## config.mk

```make
export PLATFORM = sky130hd
export DESIGN_NAME = urex2_sprite_fetch_flat
export DESIGN_NICKNAME = d
export VERILOG_FILES = /design/src/rtl/urex2_sprite_fetch_if.sv /design/src/rtl/urex2_sprite_fetch.sv /design/src/flat_wrapper.sv
export SDC_FILE = /design/constraint.sdc
export NUM_CORES = 1
export LEC_CHECK = 0
export ABC_AREA = 1
export ABC_CLOCK_PERIOD_IN_PS = 5100
export BUFFER_PORTS_ARGS = -buffer_cell sky130_fd_sc_hd__buf_4
export CORE_MARGIN = 10
export CORE_UTILIZATION = 58
export CTS_BUF_LIST = sky130_fd_sc_hd__clkbuf_8 sky130_fd_sc_hd__clkbuf_16
export CTS_CLUSTER_DIAMETER = 150
export DETAILED_ROUTE_END_ITERATION = 12
export PLACE_DENSITY_LB_ADDON = 0.2
export REMOVE_ABC_BUFFERS = 1
export SYNTH_ARGS = -nofsm -noshare
export SYNTH_HDL_FRONTEND = slang
export SYNTH_SLANG_ARGS = --single-unit
```

## constraint.sdc

```tcl
create_clock -name clk -period 5.1 [get_ports clk]
set_input_delay 0.51 -clock clk [delete_from_list [all_inputs] [get_ports clk]]
set_output_delay 0.51 -clock clk [all_outputs]
set_load 0.02 [all_outputs]
```

## src/rtl/urex2_sprite_fetch_if.sv

```systemverilog
// urex2_sprite_fetch_if: pixel, sprite-control, ROM and palette signals of the sprite fetch stage
interface urex2_sprite_fetch_if #(
  parameter int ADDR_W = 12,
  parameter int FW     = 2
);
  logic [9:0]        draw_x;
  logic [9:0]        draw_y;
  logic              frame_start;
  logic [9:0]        sprite_x;
  logic [9:0]        sprite_y;
  logic              flip_h;
  logic              anim_en;
  logic [ADDR_W-1:0] rom_addr;
  logic [3:0]        rom_data;
  logic [3:0]        pal_index;
  logic              hit;
  logic [FW-1:0]     anim_frame;
  modport master (
    output draw_x, draw_y, frame_start, sprite_x, sprite_y, flip_h, anim_en, rom_data,
    input  rom_addr, pal_index, hit, anim_frame
  );
  modport slave (
    input  draw_x, draw_y, frame_start, sprite_x, sprite_y, flip_h, anim_en, rom_data,
    output rom_addr, pal_index, hit, anim_frame
  );
endinterface

```

## src/rtl/urex2_sprite_fetch.sv

```systemverilog
// urex2_sprite_fetch: per-pixel sprite box test, ROM address generation and 3-cycle colour index pipeline
module urex2_sprite_fetch #(
  parameter int         SPR_W           = 32,
  parameter int         SPR_H           = 32,
  parameter int         NUM_FRAMES      = 4,
  parameter int         FRAME_HOLD      = 8,
  parameter int         ADDR_W          = 12,
  parameter logic [3:0] TRANSPARENT_IDX = 4'd1
) (
  input logic clk,
  input logic rst_n,
  urex2_sprite_fetch_if.slave bus
);
  localparam int CW = $clog2(SPR_W);
  localparam int RW = $clog2(SPR_H);
  localparam int FW = NUM_FRAMES > 1 ? $clog2(NUM_FRAMES) : 1;
  localparam int HW = FRAME_HOLD > 1 ? $clog2(FRAME_HOLD) : 1;
  localparam logic [HW-1:0] HOLD_MAX  = HW'(FRAME_HOLD - 1);
  localparam logic [FW-1:0] FRAME_MAX = FW'(NUM_FRAMES - 1);
  logic [9:0]        sx, sy;
  logic              flip;
  logic [HW-1:0]     hold;
  logic [FW-1:0]     frame;
  logic [ADDR_W-1:0] addr;
  logic              v1, v2;
  logic [3:0]        pal;
  logic              hit_r;
  logic [10:0]       x_end, y_end;
  logic              in_box;
  logic [CW-1:0]     col, col_f;
  logic [RW-1:0]     row;
  logic [ADDR_W-1:0] next_addr;
  // 11-bit box ends keep sprites straddling the right/bottom edge from wrapping to 0
  always_comb begin
    x_end     = {1'b0, sx} + 11'(SPR_W);
    y_end     = {1'b0, sy} + 11'(SPR_H);
    in_box    = bus.draw_x >= sx && {1'b0, bus.draw_x} < x_end &&
                bus.draw_y >= sy && {1'b0, bus.draw_y} < y_end;
    col       = CW'(bus.draw_x - sx);
    row       = RW'(bus.draw_y - sy);
    col_f     = flip ? ~col : col;
    next_addr = ADDR_W'({frame, row, col_f});
  end
  always_ff @(posedge clk) begin
    if (!rst_n) begin
      sx    <= '0;
      sy    <= '0;
      flip  <= 1'b0;
      hold  <= '0;
      frame <= '0;
      addr  <= '0;
      v1    <= 1'b0;
      v2    <= 1'b0;
      pal   <= TRANSPARENT_IDX;
      hit_r <= 1'b0;
    end else begin
      if (bus.frame_start) begin
        sx   <= bus.sprite_x;
        sy   <= bus.sprite_y;
        flip <= bus.flip_h;
        if (bus.anim_en) begin
          if (hold < HOLD_MAX) hold <= hold + 1'b1;
          else begin
            hold  <= '0;
            frame <= frame == FRAME_MAX ? '0 : frame + 1'b1;
          end
        end
      end
      if (in_box) addr <= next_addr;
      v1    <= in_box;
      v2    <= v1;
      pal   <= v2 ? bus.rom_data : TRANSPARENT_IDX;
      hit_r <= v2 && bus.rom_data != TRANSPARENT_IDX;
    end
  end
  assign bus.rom_addr   = addr;
  assign bus.pal_index  = pal;
  assign bus.hit        = hit_r;
  assign bus.anim_frame = frame;
endmodule

```

## src/flat_wrapper.sv

```systemverilog
// flat-port wrapper written by rule: the top's interface ports become plain ports
module urex2_sprite_fetch_flat 
#(
  parameter int         SPR_W           = 32,
  parameter int         SPR_H           = 32,
  parameter int         NUM_FRAMES      = 4,
  parameter int         FRAME_HOLD      = 8,
  parameter int         ADDR_W          = 12,
  parameter logic [3:0] TRANSPARENT_IDX = 4'd1
)
  (clk, rst_n, bus_draw_x, bus_draw_y, bus_frame_start, bus_sprite_x, bus_sprite_y, bus_flip_h, bus_anim_en, bus_rom_data, bus_rom_addr, bus_pal_index, bus_hit, bus_anim_frame);
  urex2_sprite_fetch_if #(.ADDR_W(ADDR_W), .FW(2)) bus_i ();
  input logic clk;
  input logic rst_n;
  input wire logic [$bits(bus_i.draw_x)-1:0] bus_draw_x;
  input wire logic [$bits(bus_i.draw_y)-1:0] bus_draw_y;
  input wire logic [$bits(bus_i.frame_start)-1:0] bus_frame_start;
  input wire logic [$bits(bus_i.sprite_x)-1:0] bus_sprite_x;
  input wire logic [$bits(bus_i.sprite_y)-1:0] bus_sprite_y;
  input wire logic [$bits(bus_i.flip_h)-1:0] bus_flip_h;
  input wire logic [$bits(bus_i.anim_en)-1:0] bus_anim_en;
  input wire logic [$bits(bus_i.rom_data)-1:0] bus_rom_data;
  output wire logic [$bits(bus_i.rom_addr)-1:0] bus_rom_addr;
  output wire logic [$bits(bus_i.pal_index)-1:0] bus_pal_index;
  output wire logic [$bits(bus_i.hit)-1:0] bus_hit;
  output wire logic [$bits(bus_i.anim_frame)-1:0] bus_anim_frame;
  assign bus_i.draw_x = bus_draw_x;
  assign bus_i.draw_y = bus_draw_y;
  assign bus_i.frame_start = bus_frame_start;
  assign bus_i.sprite_x = bus_sprite_x;
  assign bus_i.sprite_y = bus_sprite_y;
  assign bus_i.flip_h = bus_flip_h;
  assign bus_i.anim_en = bus_anim_en;
  assign bus_i.rom_data = bus_rom_data;
  assign bus_rom_addr = bus_i.rom_addr;
  assign bus_pal_index = bus_i.pal_index;
  assign bus_hit = bus_i.hit;
  assign bus_anim_frame = bus_i.anim_frame;
  urex2_sprite_fetch #(.SPR_W(SPR_W), .SPR_H(SPR_H), .NUM_FRAMES(NUM_FRAMES), .FRAME_HOLD(FRAME_HOLD), .ADDR_W(ADDR_W), .TRANSPARENT_IDX(TRANSPARENT_IDX)) u_core (.clk(clk), .rst_n(rst_n), .bus(bus_i));
endmodule
```

# Word level (Yosys, flattened, before mapping)
# Cells that the tools add are included.
# classes
n_mux,3
n_reduce_logical,7
n_lt_le_gt_ge,5
n_addsub,6
bitwise,2
eq_ne,2
# op_table
op,n
adder 10 x 6 -> 11 bit (second input constant),2
< comparator 10 x 11 -> 1 bit,2
greater-or-equal comparator 10 bit,2
subtractor 5 bit,2
two-way mux 5 bit,1
NOT 5 bit,1
logical AND 1 bit,4
!= test 4 x 1 -> 1 bit (second input constant),1
AND reduction 2 bit,2
adder 3 x 1 -> 3 bit (second input constant),1
< comparator 3 bit (second input constant),1
two-way mux 3 bit,1
AND reduction 3 bit,1
adder 2 x 1 -> 2 bit (second input constant),1
equality test 2 bit (second input constant),1
two-way mux 2 bit,1
NOT 1 bit,1
# totals
reg_bits,45
out_inout_bits,19
word_cells,35
inputBits,49

# Longest topological paths before layout
# logic_depth
word_depth,5
mapped_depth,16
ltp_nobuf,15

# Worst setup path after synthesis
# Ideal clock, no wire load.
# synth_timing
kind,input port to flip-flop
startpoint,in bus_draw_x[0]
endpoint,reg u_core.addr[4] (netlist: u_core.bus.rom_addr[4])
arrival_time_ns,1.977
setup_time_ns,0.113
slack_ns,3.010
n_path_buf,1
required_time_ns,4.987
stages,16
cell_sequence,inv_1 > ha_1 > fa_1 > inv_1 > nand2_1 > nand2_1 > nand3_1 > nand2_1 > nand2_1 > nand2_1 > nand2_1 > nor2_2 > buf_6 > nand3_1 > nand2_1 > nor2_1
# synth_via
elab_chain_len,4
elab_cells_between_ends,8
cone_classes,1 x add/sub; 2 x order compare; 1 x mux; 1 x bitwise; 3 x reduce/logical
# synth_rtl
element,line_no,source
start: declaration,flat_wrapper.sv:15,input wire logic [$bits(bus_i.draw_x)-1:0] bus_draw_x;
< comparator 10 x 11 -> 1 bit / greater-or-equal comparator 10 bit (equally long branches),urex2_sprite_fetch.sv:37,"in_box = bus.draw_x >= sx && {1'b0, bus.draw_x} < x_end &&"
logical AND 1 bit (2 in series),urex2_sprite_fetch.sv:37,
logical AND 1 bit,urex2_sprite_fetch.sv:38,"bus.draw_y >= sy && {1'b0, bus.draw_y} < y_end;"
end signal: assignment,urex2_sprite_fetch.sv:69,if (in_box) addr <= next_addr;
end: declaration,urex2_sprite_fetch.sv:24,logic [ADDR_W-1:0] addr;
# Several ways; a longest one is shown, not always the timed one.
# A chain may end at the register's enable or synchronous reset.

# Final worst setup path
# layout_timing
startpoint,reg u_core.sx[5]
endpoint,reg u_core.addr[7] (netlist: u_core.bus.rom_addr[7])
# layout_via
elab_chain_len,5
elab_cells_between_ends,6
cone_classes,1 x add/sub; 2 x order compare; 3 x reduce/logical
# layout_rtl
element,line_no,source
start: declaration,urex2_sprite_fetch.sv:20,"logic [9:0] sx, sy;"
start signal: assignment,urex2_sprite_fetch.sv:58,sx <= bus.sprite_x;
adder 10 x 6 -> 11 bit,urex2_sprite_fetch.sv:35,"x_end = {1'b0, sx} + 11'(SPR_W);"
< comparator 10 x 11 -> 1 bit,urex2_sprite_fetch.sv:37,
logical AND 1 bit (*) (2 in series),urex2_sprite_fetch.sv:37,
logical AND 1 bit (*),urex2_sprite_fetch.sv:38,
# Mark *: on every way between the ends. The rest lies on a longest branch, timed or not.

==> results.toml <==
[floorplan]
die_w_um = 90.2
die_y_um = 90.2
ios = 68
core_area_um2 = 4750
start_util = 0.601
dieArea_um2 = 8140
rows = 25

[detailed_routing]
routed-wl-met2_um = 3150
ant_nets = 0
dr.pass1.iters = 4
vias = 2552
avgViaCountPerCell = 4.86
wl_met3_um = 304
drt_iter0_markers = 65
wl_met1_um = 2890
post_drt_wl_per_cell_um = 12.3
wl_um = 6450
top_layer = "met4"
drc = 0

[sta]
timing.hold.ws_ns = 0.406
maxSlewHeadroom = 0.292
fin_crit_ns = 2.34
finalSetupViolCount = 0
rsz0062_at_grt = "false"
setup_slack_ns = 2.76
finalMaxSlewViolations = 0
timing.final.crit_share = 0.458
skew_ns = 0.00803
max_freq_mhz = 428
worst_pin_slew_ns = 1.06
hold_viol_final = 0
setup-tns-final_ns = 0

[pwr]
ir_worst_vdd_v = 0.000206
clockPowerShare = 0.260
p_leak_nw = 1.74
power_frac_seq = 0.452
internal-power_uw = 578
net-switching-power_uw = 283
power.share.combinational = 0.288
sw_frac_of_total = 0.329
powerDensity_nw_per_um2 = 249

[final_layout]
antenna_cells = 0
area_growth_pct = 20.8
final_cell_mix = "74 x nand2_1, 67 x buf_4, 52 x inv_1"
drive_above_1_share = 0.203
fin_cells = 525
final_nets = 542
layout_commonest_cell = "nand2_1"
utilization = 0.727

[min_path]
hp-start = "bus_rom_data[0]"
hold_path_end = "u_core.bus.pal_index[0]"
min_path_type = "primary input to flop"
hold_depth = 2

[placement]
io_buffers = 67
hpwl_um = 5100
finalWeightedCongestion = 0.839
place_inst = 517
post-place-ws_ns = 2.63

[cts]
clock-sinks = 45
numCtsBuffers = 5
h-tree-depth = 2
clk_latency_ns = 0.31
post_cts_resized = 0
hold_buffers = 0
cts_root_buf = "clkbuf_8"
clk_pin_slew_ns = 0.09
clockBufferDepth = 2
cts_tree = "built"
post-cts-setup-buffers = 0

[critical_path]
critPathArrivalTime_ns = 2.55
endpoint_kind = "flop"
r2r_start = "u_core.sx[5]"
r2r_end = "u_core.bus.rom_addr[7]"
worst_ep_required_time_ns = 5.31
worst-path-max-fanout = 12
rrSetupSlack_ns = 2.76
critPathLaunchType = "flop"
criticalPathCategory = "flop to flop"
reg2reg_depth = 14

[yosys]
yosysSeqAreaShare = 0.315
yosysWarnings = 0
synth_seq_cells = 45
netlist_area_um2 = 2860
syn_inst = 397
avgSynthCellArea_um2 = 7.20
ys_types = 30

[outcome]
outcome = "complete, no violations"

[global_route]
grtUsageTotal = 0.162
grt_first_pass_wirelength_um = 11400
grt_pass1_vias = 2624
grt_overflow = 0
grt_max_degree = 41
antenna_found_initial = 0

[flow_run]
cap_violations = 0
-- power groups by stage --
stage	logic [mW]	registers, mW	clock network, mW
floorplan	0.156	0.404	0
global placement	0.241	0.396	0
detailed placement	0.248	0.398	0
CTS	0.250	0.389	0.229
global route	0.284	0.392	0.242
finish	0.248	0.389	0.224
-- routing by layer --
| metal | GRT usage | vias up |
|---|---|---|
| met5 | 0 | - |
| met4 | 0.0597 | 0 |
| met3 | 0.0407 | 10 |
| met2 | 0.282 | 55 |
| met1 | 0.187 | 1116 |
| li1 | - | 1371 |
-- through the flow --
step / instance area (um^2) / power (mW)
after global routing: 3450 / 0.918
after CTS: 3450 / 0.869
after detailed placement: 3370 / 0.645
final: 3450 / 0.861
after global placement: 3370 / 0.637
after floorplan: 2780 / 0.561
-- synth_stat cells, drive strengths merged --
master	instances	area [um^2]
nand3	26	140
or2	3	21.3
nand2	77	297
nand4	1	6.26
fa	2	40.0
xor2	12	105
a41oi	1	8.76
a21o	1	7.51
nor3b	1	7.51
buf	5	45.0
nand3b	3	22.5
clkinv	1	3.75
a21oi	33	165
nor2	54	228
o21ai	24	124
xnor2	6	52.6
nor3	3	15.0
clkbuf	9	33.8
dfxtp	45	901
ha	34	425
inv	56	210
-- worst max path at each step --
stage                              from                     end  slack, ns  cells past startpoint
after floorplan           bus_draw_x[0]  u_core.bus.rom_addr[0]       2.95                     15
after global placement    bus_draw_x[0]  u_core.bus.rom_addr[2]       2.68                     16
after CTS                  u_core.sx[5]  u_core.bus.rom_addr[7]       2.74                     14
after global routing       u_core.sx[5]  u_core.bus.rom_addr[7]       2.53                     14
after detailed placement  bus_draw_x[0]  u_core.bus.rom_addr[7]       2.63                     16
final                      u_core.sx[5]  u_core.bus.rom_addr[7]       2.76                     14
-- layout make-up --
type	instances	area, um^2
timing repair buffer	67	503
tap	67	83.8
clock buffer	5	68.8
clock inverter	3	18.8
inverter	57	214
multi-input combinational	281	1670
sequential	45	901
fill	410	1300
-- worst max-delay path, cell delays in order (launching register included) --
cell and delay [ns]:
dfxtp_1 0.40, ha_1 0.21, nand3_1 0.10, xor2_1 0.16, ha_1 0.29, nand3_1 0.11, inv_1 0.05, nand2_1 0.07
nor2_2 0.05, nor2_4 0.11, nand2_1 0.07, nor2_2 0.35, nand3_1 0.14, nand2_1 0.09, nor2_1 0.04
-- registers in the layout, indices dropped and copies added (netlist names), 2 cells and up --
register and flops:
u_core.bus.pal_index 4, u_core.bus.anim_frame 2, u_core.sy 10, u_core.bus.rom_addr 12
u_core.hold 3, u_core.sx 10
-- kinds of logic after synthesis --
logic type | after synthesis | synth area share
buffers and inverters | 71 | 0.102
flip-flops | 45 | 0.315
adder cells (fa/ha/maj) | 36 | 0.163
AO/OA/AOI/OAI | 59 | 0.107
AND/OR/NAND/NOR | 168 | 0.258
XOR/XNOR | 18 | 0.0551
No activity file was read; power rests on OpenSTA's default activity.
